### src/rtl/alu.sv
// Four-function ALU (ADD/SUB/AND/OR) with combinational result/flags and a one-cycle registered copy.
// Optional build macro ALU_SAT_EN enables saturating ADD/SUB.
module alu #(
   parameter int width_p = 8
) (
   input  logic               clk_i,
   input  logic               reset_i,
   input  logic [1:0]         sel_i,
   input  logic [width_p-1:0] a_i,
   input  logic [width_p-1:0] b_i,
   output logic [width_p-1:0] res_o,
   output logic               carry_o,
   output logic               zero_o,
   output logic               neg_o,
   output logic               ovf_o,
   output logic [width_p-1:0] res_r_o,
   output logic [3:0]         flags_r_o
);

   typedef enum logic [1:0] {
      OP_ADD = 2'b00,
      OP_SUB = 2'b01,
      OP_AND = 2'b10,
      OP_OR  = 2'b11
   } op_e;

   localparam int MSB = width_p - 1;

   op_e              op;
   logic [width_p:0] sum;
   logic [width_p:0] diff;
   logic             add_ovf;
   logic             sub_ovf;
   logic [MSB:0]     raw;

   assign op   = op_e'(sel_i);
   // Extra top bit holds carry-out for ADD and borrow for SUB.
   assign sum  = {1'b0, a_i} + {1'b0, b_i};
   assign diff = {1'b0, a_i} - {1'b0, b_i};

   assign add_ovf = (a_i[MSB] == b_i[MSB]) && (sum[MSB] != a_i[MSB]);
   assign sub_ovf = (a_i[MSB] != b_i[MSB]) && (diff[MSB] != a_i[MSB]);

   always_comb begin
      raw     = '0;
      carry_o = 1'b0;
      ovf_o   = 1'b0;
      unique case (op)
         OP_ADD: begin
            raw     = sum[MSB:0];
            carry_o = sum[width_p];
            ovf_o   = add_ovf;
         end
         OP_SUB: begin
            raw     = diff[MSB:0];
            carry_o = diff[width_p];
            ovf_o   = sub_ovf;
         end
         OP_AND:  raw = a_i & b_i;
         OP_OR:   raw = a_i | b_i;
         default: raw = '0;
      endcase
   end

`ifdef ALU_SAT_EN
   // Unsigned carry clamp takes priority over the signed clamp when both fire;
   // carry_o/ovf_o keep reporting the pre-saturation condition.
   logic [MSB:0] smax;
   logic [MSB:0] smin;

   always_comb begin
      smax      = '1;
      smax[MSB] = 1'b0;
      smin      = '0;
      smin[MSB] = 1'b1;
      res_o     = raw;
      if (op == OP_ADD) begin
         if (sum[width_p])
            res_o = '1;
         else if (add_ovf)
            res_o = a_i[MSB] ? smin : smax;
      end else if (op == OP_SUB) begin
         if (diff[width_p])
            res_o = '0;
      end
   end
`else
   assign res_o = raw;
`endif

   assign zero_o = (res_o == '0);
   assign neg_o  = res_o[MSB];

   always_ff @(posedge clk_i) begin
      if (reset_i) begin
         res_r_o   <= '0;
         flags_r_o <= 4'b0000;
      end else begin
         res_r_o   <= res_o;
         flags_r_o <= {carry_o, zero_o, neg_o, ovf_o};
      end
   end

endmodule

### config.mk
export PLATFORM = sky130hd
export DESIGN_NAME = alu
export DESIGN_NICKNAME = d
export VERILOG_FILES = /design/src/rtl/alu.sv
export SDC_FILE = /design/constraint.sdc
export NUM_CORES = 1
export LEC_CHECK = 0
export CAP_MARGIN = 30
export CORE_ASPECT_RATIO = 1.2
export CORE_MARGIN = 2
export CORE_UTILIZATION = 40
export CTS_CLUSTER_SIZE = 20
export DETAILED_ROUTE_END_ITERATION = 12
export PLACE_DENSITY = 0.68
export SETUP_SLACK_MARGIN = 0.1
export SYNTH_ARGS = -nofsm -noshare
export SYNTH_HDL_FRONTEND = slang
export SYNTH_SLANG_ARGS = --single-unit
export TNS_END_PERCENT = 100
### constraint.sdc
create_clock -name clk_i -period 2.7 [get_ports clk_i]
set_input_delay 0.405 -clock clk_i [delete_from_list [all_inputs] [get_ports clk_i]]
set_output_delay 0.405 -clock clk_i [all_outputs]
set_load 0.01 [all_outputs]
==> summary.md, run 1 <==
| Metric | Value |
|---|---|
| Critical Path Start Type | `input pin` |
| Starting density of the core | `roughly two fifths` |
| Design Area, Final | `around 3000 sq um` |
| I/O pin total | `44` |
| Placeable Area | `3570 sq um` |
| # setup viols final | `7` |
| Post-synth EDFFs | `0` |
| CTS Buf Count | `3` |
| Post-synthesis mux area share | `about 2.8%` |
| Max Slew Vio Count | `0` |
| Post-Synth Simple-Gate Area | `about 22%` |
| Compound-cell area share of the yosys netlist | `23.1%` |
| Most frequent cells in the layout | `buf_4, clkdlybuf4s50_1, nor2_1, buf_6` |
| First-pass GRT wire length | `~7800 um` |
| NetSw | `around 0.36 mW` |
| Run status | `complete, but fails checks` |
| Pwr Density | `between 300 and 400 nW/um^2` |
| Leak | `~1.3 nW` |
| Die W | `about 60 um` |
| Port bufs | `43` |
| Clock transition at path regs | `around 0.050 ns` |
| Crit path DAT | `2.55 ns` |
| Clock share of power | `between 10% and 20%` |
| Total power | `roughly 1 mW` |
| CTS tree | `yes` |
| Max Freq | `roughly 340 MHz` |
| Layout Area Growth over Synthesis | `102%` |
| DR pass1 iterations | `8` |
| Synthesized net count | `approximately 240` |
| Register bit total from synthesis | `11` |
| Routed WL | `5580 um` |
| Via count | `around 1800` |
| Final Hold Viols | `0` |
| WP data required | `2.30 ns` |
| ANT nets after route | `0` |
| RSZ-0062 raised after global routing | `yes` |
| H-tree level count | `1` |
| Synth warnings | `0` |
| Setup TNS | `-1.02 ns` |
| Mean post-synth cell area | `roughly 7.7 sq um` |
| CTS root buf | `clkbuf_8` |
| P_int | `0.637 mW` |
| Worst Path Class, Setup | `in -> out` |
| Most common cell after layout, fill and taps aside | `buf_4` |
| Worst-Margin Slew | `~0.41 ns` |
| Vias per inst | `between 5 and 6` |
| Clock Tree Buf Depth | `2` |
| Synthesized cell area | `1460 sq um` |
| Post-DP HPWL | `approximately 3200 um` |
| Worst vdd ir | `roughly 140 uV` |
| Failing checks | `DRC, setup timing` |
| Synth Area in Adders | `between 20% and 30%` |
| Seq pwr share | `between 10% and 20%` |
| Worst slew margin | `between 70% and 80%` |
| XOR/XNOR Fraction of Synth Area | `2.40%` |
| Antenna violations before repair | `0` |
| Largest family of logic cells by synthesized area | `adder cells` |
| Clk sink count | `11` |
| Async set or reset register ratio after synthesis | `0%` |
| Min setup slack post-route | `-0.254 ns` |
| Gr ovfl total | `0` |
| Max Cap Violations | `0` |
| Main synth FF type | `dfxtp_1` |
| Power share of the combinational group | `between 60% and 70%` |
| Final period utilization | `109%` |
| Die Height | `approximately 70 um` |
| Sw Share | `~36%` |
| Antenna cells | `0` |
| Gate Count Post-Synth | `~190` |
| Row cnt | `24` |
| Largest net degree at the start of global routing | `17` |
| Critical Path Sink Type | `output pin` |
| Vias in the first global route | `approximately 1800` |
| Critical path fanouts, max | `3` |
| Crit path time final | `between 2 and 3 ns` |
| Post-synthesis sequential area ratio | `between 15 and 20%` |
| Die area | `slightly above 4000 sq um` |
| DP Worst Slack | `-1.12 ns` |
| DRC marker count from the first detailed-route iteration | `73` |
| Final GP Congestion | `0.865` |
| Nets | `349` |
| Share of layout cells above drive strength 1 | `between 50% and 60%` |
| Tot GR Track Use | `roughly a quarter` |
| Min Hold Slack | `a little over 0.8 ns` |
| Distinct cell type count after synthesis | `50` |
| DRC | `1` |
| DP Area | `roughly 2300 sq um` |
| Worst Hold Class | `in -> reg` |
| Hold_buf cts | `0` |
| DR WL/cell | `between 15 and 20 um` |
-- cell usage after synthesis (2+ instances only) --
| cell type | number | area (sq um) |
|---|---|---|
| mux2i_1 | 3 | 30.0 |
| or4_4 | 2 | 22.5 |
| nor2_1 | 19 | 71.3 |
| nand2_1 | 6 | 22.5 |
| a21oi_1 | 15 | 75.1 |
| nand2b_1 | 4 | 25.0 |
| o22ai_1 | 3 | 18.8 |
| dfxtp_1 | 11 | 220 |
| nor3_1 | 5 | 25.0 |
| a221oi_1 | 2 | 17.5 |
| buf_2 | 3 | 15.0 |
| fa_1 | 2 | 40.0 |
| inv_1 | 26 | 97.6 |
| buf_4 | 4 | 30.0 |
| a211oi_1 | 2 | 15.0 |
| nor2b_1 | 13 | 81.3 |
| o21bai_1 | 2 | 15.0 |
| o21ai_0 | 5 | 25.0 |
| a2111oi_0 | 2 | 17.5 |
| ha_1 | 24 | 300 |
| xnor2_1 | 4 | 35.0 |
| clkbuf_1 | 2 | 7.51 |
| or2_2 | 3 | 18.8 |
-- worst max-delay path, stage by stage --
cell	delay [ns]
buf_8	0.10
inv_4	0.05
ha_4	0.20
or2_4	0.23
a221oi_4	0.28
buf_4	0.18
o21ai_4	0.07
a21boi_2	0.15
o21ai_2	0.08
or4_4	0.56
nor2_4	0.12
buf_6	0.10
-- metal layers --
| layer | share of wire [%] | global-route usage, % | wire [um] |
|---|---|---|---|
| met5 | 0 | 0 | 0 |
| met4 | 4.0 | 8.84 | 225 |
| met3 | 3.5 | 1.11 | 193 |
| met2 | 54 | 44.4 | 3030 |
| met1 | 38 | 27.5 | 2130 |
-- power groups by stage --
stage | combinational, mW | sequential [mW] | clock (mW)
6_report | 0.656 | 0.180 | 0.162
5_1_grt | 0.696 | 0.181 | 0.169
3_5_place_dp | 0.472 | 0.183 | 0
2_1_floorplan | 0.234 | 0.192 | 0
3_3_place_gp | 0.463 | 0.183 | 0
4_1_cts | 0.581 | 0.181 | 0.165
-- registers in the layout, indices dropped and copies added, names as in the netlist --
name       cells
flags_r_o      4
res_r_o        7
-- path summary, 6_finish.rpt --
| kind | to | slack (ns) | from | cells after the start |
|---|---|---|---|---|
| worst max-delay path | zero_o | -0.25 | b_i[1] | 12 |
| worst min-delay path | res_r_o[0]$_SDFF_PP0_ | 0.82 | b_i[0] | 6 |
-- cell type report --
type,instances,area (sq um)
multi-input cells,142,1500
repair buffers,119,1020
fillers,202,617
flip-flops and latches,11,220
inverters,26,118
well taps,39,48.8
clock buffers,4,45.0
-- what timing repair did --
action	CTS	global route
gates resized for setup	162	27
pin swaps	36	21
setup endpoints to repair	17	9
setup buffers	17	7
-- per-stage QoR --
step,utilization (%),instances
floorplan,-,189
global placement,65.8,315
detailed placement,65.8,315
CTS,78.8,335
global route,82.7,341
finish,82.7,341
-- kinds of logic after synthesis --
| kind of cell | count (synthesis) |
|---|---|
| simple gates | 60 |
| compound gates | 48 |
| buf+inv | 36 |
| fa+ha+maj | 26 |
| flops | 11 |
| xor+xnor | 4 |
| mux | 4 |
(Power assumes the default switching activity.)
==> inputs of run 2 (changes only) <==
--- a/config.mk
+++ b/config.mk
@@ -12,6 +12,7 @@
 export CTS_CLUSTER_SIZE = 20
 export DETAILED_ROUTE_END_ITERATION = 12
 export PLACE_DENSITY = 0.68
+export REMOVE_ABC_BUFFERS = 1
 export SETUP_SLACK_MARGIN = 0.1
 export SYNTH_ARGS = -nofsm -noshare
 export SYNTH_HDL_FRONTEND = slang
==> constraint.sdc (replaced) <==
create_clock -name clk_i -period 2.7 [get_ports clk_i]
set_input_delay 0.405 -clock clk_i [delete_from_list [all_inputs] [get_ports clk_i]]
set_output_delay 0.405 -clock clk_i [all_outputs]
set_load 0.05 [all_outputs]
==> summary.md, run 2 (synthesized netlist as in run 1, its figures left out) <==
| Metric | Value |
|---|---|
| DR WL/cell | `17.4 um (+6.5%)` |
| Critical Path Max Stage Delay | `0.55 ns (about the same)` |
| Run status | `complete, but fails checks` |
| DP Area | `2380 sq um (+1.1%)` |
| CTS tree | `yes` |
| Most flops, register | `res_r_o` |
| Post-DP HPWL | `3220 um (+1.8%)` |
| Vias per inst | `5.53 (+2.5%)` |
| Dpl cells | `315 (unchanged)` |
| Hold Startpoint | `sel_i[1]` |
| Clk sink count | `11 (unchanged)` |
| Die area | `4150 sq um (unchanged)` |
| Gr ovfl total | `0 (unchanged)` |
| Leak | `1.36 nW (+0.83%)` |
| Final period utilization | `111% (+1.2 points)` |
| Hold depth | `4 (-2)` |
| Hold_buf cts | `0 (unchanged)` |
| Starting density of the core | `40.9% (unchanged)` |
| Port bufs | `43 (unchanged)` |
| Worst-Margin Slew | `0.501 ns (+0.0878 ns)` |
| Most frequent cells in the layout | `buf_4, buf_6, inv_1, nor2_1, clkdlybuf4s50_1` |
| Worst vdd ir | `164 uV (+14%)` |
| Max Slew Vio Count | `0 (unchanged)` |
| I/O pin total | `44 (unchanged)` |
| Design Area, Final | `3010 sq um (+1.9%)` |
| Failing checks | `DRC, setup timing` |
| RSZ-0062 raised after global routing | `yes` |
| DRC marker count from the first detailed-route iteration | `65 (-11%)` |
| Most common cell after layout, fill and taps aside | `buf_4` |
| Routed WL | `5840 um (+4.7%)` |
| Antenna violations before repair | `0 (unchanged)` |
| Post-Layout Cell Count | `335 (-1.8%)` |
| DRC | `1 (unchanged)` |
| ANT nets after route | `0 (unchanged)` |
| Max Freq | `335 MHz (-1.1%)` |
| Vias in the first global route | `1822 (+1.4%)` |
| Largest net degree at the start of global routing | `12 (-5)` |
| Share of layout cells above drive strength 1 | `57.8% (+0.15 points)` |
| Max Cap Violations | `0 (unchanged)` |
| Worst Hold Class | `in -> reg` |
| Crit path DAT | `2.58 ns (+0.03 ns)` |
| Critical Path Start Type | `input pin` |
| Pwr Density | `385 nW/um^2 (+14%)` |
| Hold Path End | `flags_r_o[0]$_SDFF_PP0_` |
| Clock transition at path regs | `0.05 ns (about the same)` |
| Tot GR Track Use | `25.9% (+2.0 points)` |
| WP data required | `2.30 ns (about the same)` |
| Slowest library cell on the worst path | `or4_4` |
| Critical path fanouts, max | `2 (-1)` |
| CP Cell Sequence | `buf_8 > inv_4 > ha_4 > fa_2 > mux2i_2 > xnor2_1 > nor2_1 > a21oi_2 > nand3_1 > or4_4 > nor2_4 > buf_12` |
| Nets | `343 (-1.7%)` |
| Delay-heaviest family, CP | `simple AND/OR/NAND/NOR gates` |
| Antenna cells | `0 (unchanged)` |
| First-pass GRT wire length | `8270 um (+5.4%)` |
| Worst slew margin | `66.5% (-5.9 points)` |
| CTS Buf Count | `3 (unchanged)` |
| Worst Path Class, Setup | `in -> out` |
| CTS root buf | `clkbuf_8` |
| # setup viols final | `6 (-1)` |
| Final GP Congestion | `0.840 (-2.8%)` |
| Final Hold Viols | `0 (unchanged)` |
| Clock Tree Buf Depth | `2 (unchanged)` |
| Die W | `59.2 um (unchanged)` |
| Critical Path Sink Type | `output pin` |
| Max FFs per register | `7 (unchanged)` |
| Placeable Area | `3570 sq um (unchanged)` |
| Crit path time final | `2.99 ns (+0.0323 ns)` |
| H-tree level count | `1 (unchanged)` |
| Worst path bufs/invs | `3 (-1)` |
| Row cnt | `24 (unchanged)` |
| Via count | `1854 (+0.65%)` |
| Top Registers | `res_r_o (7), flags_r_o (4)` |
| Min setup slack post-route | `-0.287 ns (-0.0323 ns)` |
| Layout Area Growth over Synthesis | `106%` |
| DR pass1 iterations | `8 (unchanged)` |
| Die Height | `70.2 um (unchanged)` |
-- run 2: changes by cell type in the layout (fill, tap and decap cells not counted), moves of 3 or more --
cell,before,now
ha_4,13,10
buf_4,70,60
dlygate4sd2_1,7,3
inv_2,9,5
buf_2,4,1
buf_12,0,11
inv_1,13,16
-- run 2: where the power goes --
group | leakage [nW] | switching [mW] | total [mW] | internal [mW]
Sequential | 0.0912 | 0.00368 | 0.181 | 0.177
Combinational | 1.24 | 0.425 | 0.814 | 0.388
Clock | 0.0228 | 0.0624 | 0.166 | 0.104
-- run 2: layout make-up --
type | instances | area [sq um]
Sequential cell | 11 | 220
Inverter | 26 | 113
Timing Repair Buffer | 113 | 1120
Tap cell | 39 | 48.8
Multi-Input combinational cell | 142 | 1460
Clock buffer | 4 | 45.0
Fill cell | 180 | 561
-- run 2: worst min-delay path, delay by kind of cell --
family	cells	cell delay (ns)
buffers and inverters	2	0.36
AND/OR/NAND/NOR	1	0.12
AO/OA/AOI/OAI	1	0.07
-- run 2: metrics by stage --
| step | power [mW] | hold WS [ns] | TNS [ns] | setup WS (ns) | utilization, % |
|---|---|---|---|---|---|
| 6_report | 1.16 | 0.775 | -0.957 | -0.287 | 84.3 |
| 2_1_floorplan | 0.508 | 0.475 | -10.36 | -2.25 | - |
| 3_5_place_dp | 0.809 | 1.23 | -6.82 | -0.954 | 66.5 |
| 3_3_place_gp | 0.802 | 1.21 | -6.29 | -0.905 | 66.5 |
| 5_1_grt | 1.21 | 0.775 | -1.23 | -0.354 | 84.3 |
| 4_1_cts | 1.08 | 0.743 | -0.397 | -0.223 | 78.3 |
-- run 2: per-layer routing --
layer,track usage [%],up-vias,wire [um]
met5,0,-,0
met4,9.09,0,189
met3,1.67,17,219
met2,48.3,85,3140
met1,29.7,896,2290
li1,-,856,-
-- run 2: worst max path at each step --
| stage | startpoint | end | slack, ns | cells past startpoint |
|---|---|---|---|---|
| finish | a_i[0] | zero_o | -0.29 | 12 |
| global route | a_i[0] | zero_o | -0.35 | 12 |
| CTS | b_i[0] | zero_o | -0.22 | 11 |
| detailed placement | a_i[1] | zero_o | -0.95 | 11 |
| global placement | a_i[1] | zero_o | -0.90 | 11 |
| floorplan | a_i[1] | zero_o | -2.25 | 9 |
-- run 2: timing repair --
item	in CTS	in global routing
gates cloned	0	0
endpoints found under the setup margin	15	9
buffers inserted	15	8
pin swaps	41	30
gates resized for setup	128	43
==> inputs of run 3 (changes only) <==
--- a/config.mk
+++ b/config.mk
@@ -17,4 +17,4 @@
 export SYNTH_ARGS = -nofsm -noshare
 export SYNTH_HDL_FRONTEND = slang
 export SYNTH_SLANG_ARGS = --single-unit
-export TNS_END_PERCENT = 100
+export TNS_END_PERCENT = 20
==> summary.md, run 3 (synthesized netlist as in run 1, its figures left out) <==
| Metric | Value |
|---|---|
| DP Area | `2380 sq um (unchanged)` |
| Antenna violations before repair | `0 (unchanged)` |
| DR pass1 iterations | `4 (-4)` |
| Critical Path Start Type | `input pin` |
| Port bufs | `43 (unchanged)` |
| Max Freq | `338 MHz (+1.1%)` |
| Max Cap Violations | `0 (unchanged)` |
| I/O pin total | `44 (unchanged)` |
| Worst-Margin Slew | `0.501 ns (+0.000568 ns)` |
| Top Registers | `res_r_o (7), flags_r_o (4)` |
| Tot GR Track Use | `24.0% (-1.8 points)` |
| Leak | `1.35 nW (-0.75%)` |
| Vias in the first global route | `1780 (-2.3%)` |
| Crit path from | `a_i[0]` |
| Die Height | `70.2 um (unchanged)` |
| Clock transition at path regs | `0.05 ns (about the same)` |
| Worst vdd ir | `175 uV (+6.9%)` |
| Placeable Area | `3570 sq um (unchanged)` |
| Worst Path Class, Setup | `in -> out` |
| Most flops, register | `res_r_o` |
| Max Slew Vio Count | `0 (unchanged)` |
| CTS Buf Count | `3 (unchanged)` |
| Worst Hold Class | `in -> reg` |
| Layout Area Growth over Synthesis | `98.2%` |
| CTS tree | `yes` |
| Failing checks | `setup timing` |
| Max FFs per register | `7 (unchanged)` |
| Min Hold Slack | `0.741 ns (-0.0340 ns)` |
| H-tree level count | `1 (unchanged)` |
| Routed WL | `4990 um (-15%)` |
| Gr ovfl total | `0 (unchanged)` |
| Final Hold Viols | `0 (unchanged)` |
| Share of layout cells above drive strength 1 | `54.1% (-3.7 points)` |
| Hold Startpoint | `sel_i[1]` |
| Hold depth | `4 (unchanged)` |
| First-pass GRT wire length | `7820 um (-5.4%)` |
| Nets | `343 (unchanged)` |
| Row cnt | `24 (unchanged)` |
| RSZ-0062 raised after global routing | `yes` |
| Final period utilization | `109% (-1.2 points)` |
| Critical path fanouts, max | `2 (unchanged)` |
| Most frequent cells in the layout | `buf_4, inv_1, nor2_1, clkdlybuf4s50_1, nor2b_1` |
| CTS root buf | `clkbuf_8` |
| Final core utilization | `81.0% (-3.3 points)` |
| DRC | `0 (-1)` |
| Dpl cells | `315 (unchanged)` |
| Starting density of the core | `40.9% (unchanged)` |
| Min setup slack post-route | `-0.255 ns (+0.0321 ns)` |
| Antenna cells | `0 (unchanged)` |
| Crit path time final | `2.95 ns (-0.0321 ns)` |
| Post-Layout Cell Count | `335 (unchanged)` |
| Run status | `complete, but fails checks` |
| Setup TNS | `-0.762 ns (+0.195 ns)` |
| Critical Path Sink Type | `output pin` |
| DR WL/cell | `14.9 um (-15%)` |
| Clk sink count | `11 (unchanged)` |
| Largest net degree at the start of global routing | `12 (unchanged)` |
| Post-DP HPWL | `3220 um (unchanged)` |
| DRC marker count from the first detailed-route iteration | `40 (-38%)` |
| Clock Tree Buf Depth | `2 (unchanged)` |
| Hold_buf cts | `0 (unchanged)` |
| Vias per inst | `5.31 (-4.0%)` |
| Via count | `1780 (-4.0%)` |
| WP data required | `2.30 ns (about the same)` |
| Final GP Congestion | `0.840 (unchanged)` |
| Pwr Density | `390 nW/um^2 (+1.4%)` |
| Die W | `59.2 um (unchanged)` |
| Die area | `4150 sq um (unchanged)` |
| Worst slew margin | `66.5% (about the same)` |
| Most common cell after layout, fill and taps aside | `buf_4` |
| Design Area, Final | `2890 sq um (-3.9%)` |
| # setup viols final | `7 (+1)` |
| ANT nets after route | `0 (unchanged)` |
| Crit path DAT | `2.55 ns (-0.03 ns)` |
==> run 3: layout make-up <==
type	instances	area [sq um]
fill	215	679
timing repair buffer	113	1100
inverter	26	103
tap	39	48.8
sequential	11	220
multi-input combinational	142	1370
clock buffer	4	45.0
==> run 3: metal layers <==
metal,vias to the layer above,wire length (um),share of wire [%],track usage [%]
met2,68,2740,55,44.7
met3,17,179,3.6,1.85
li1,859,-,-,-
met1,836,1900,38,26.9
met5,-,0,0,0
met4,0,167,3.3,9.85
==> run 3: timing repair <==
item,CTS,global route
buffers inserted,12,4
endpoints found under the setup margin,15,8
resized for setup,120,18
pin swaps,34,18
==> run 3: worst paths after layout <==
path / to / slack, ns
max: zero_o / -0.25
min: flags_r_o[0]$_SDFF_PP0_ / 0.74
==> run 3: critical path: stages <==
cell and delay [ns]:
buf_8 0.09, inv_6 0.03, ha_4 0.15, fa_2 0.37
nor3_4 0.22, or3_4 0.16, a22oi_2 0.07, o21ai_2 0.14
a21oi_2 0.06, or4_4 0.56, nor2_4 0.14, buf_12 0.14
==> run 3: power by group <==
part	switching (mW)	internal, mW	total (mW)
Clock	0.0637	0.104	0.168
Sequential	0.00364	0.177	0.181
Combinational	0.397	0.384	0.782
==> run 3: through the flow <==
stage          total power, mW  setup WS (ns)
2_1_floorplan            0.508          -2.25
3_3_place_gp             0.802         -0.905
3_5_place_dp             0.809         -0.954
4_1_cts                   1.08         -0.224
5_1_grt                   1.19         -0.314
6_report                  1.13         -0.255
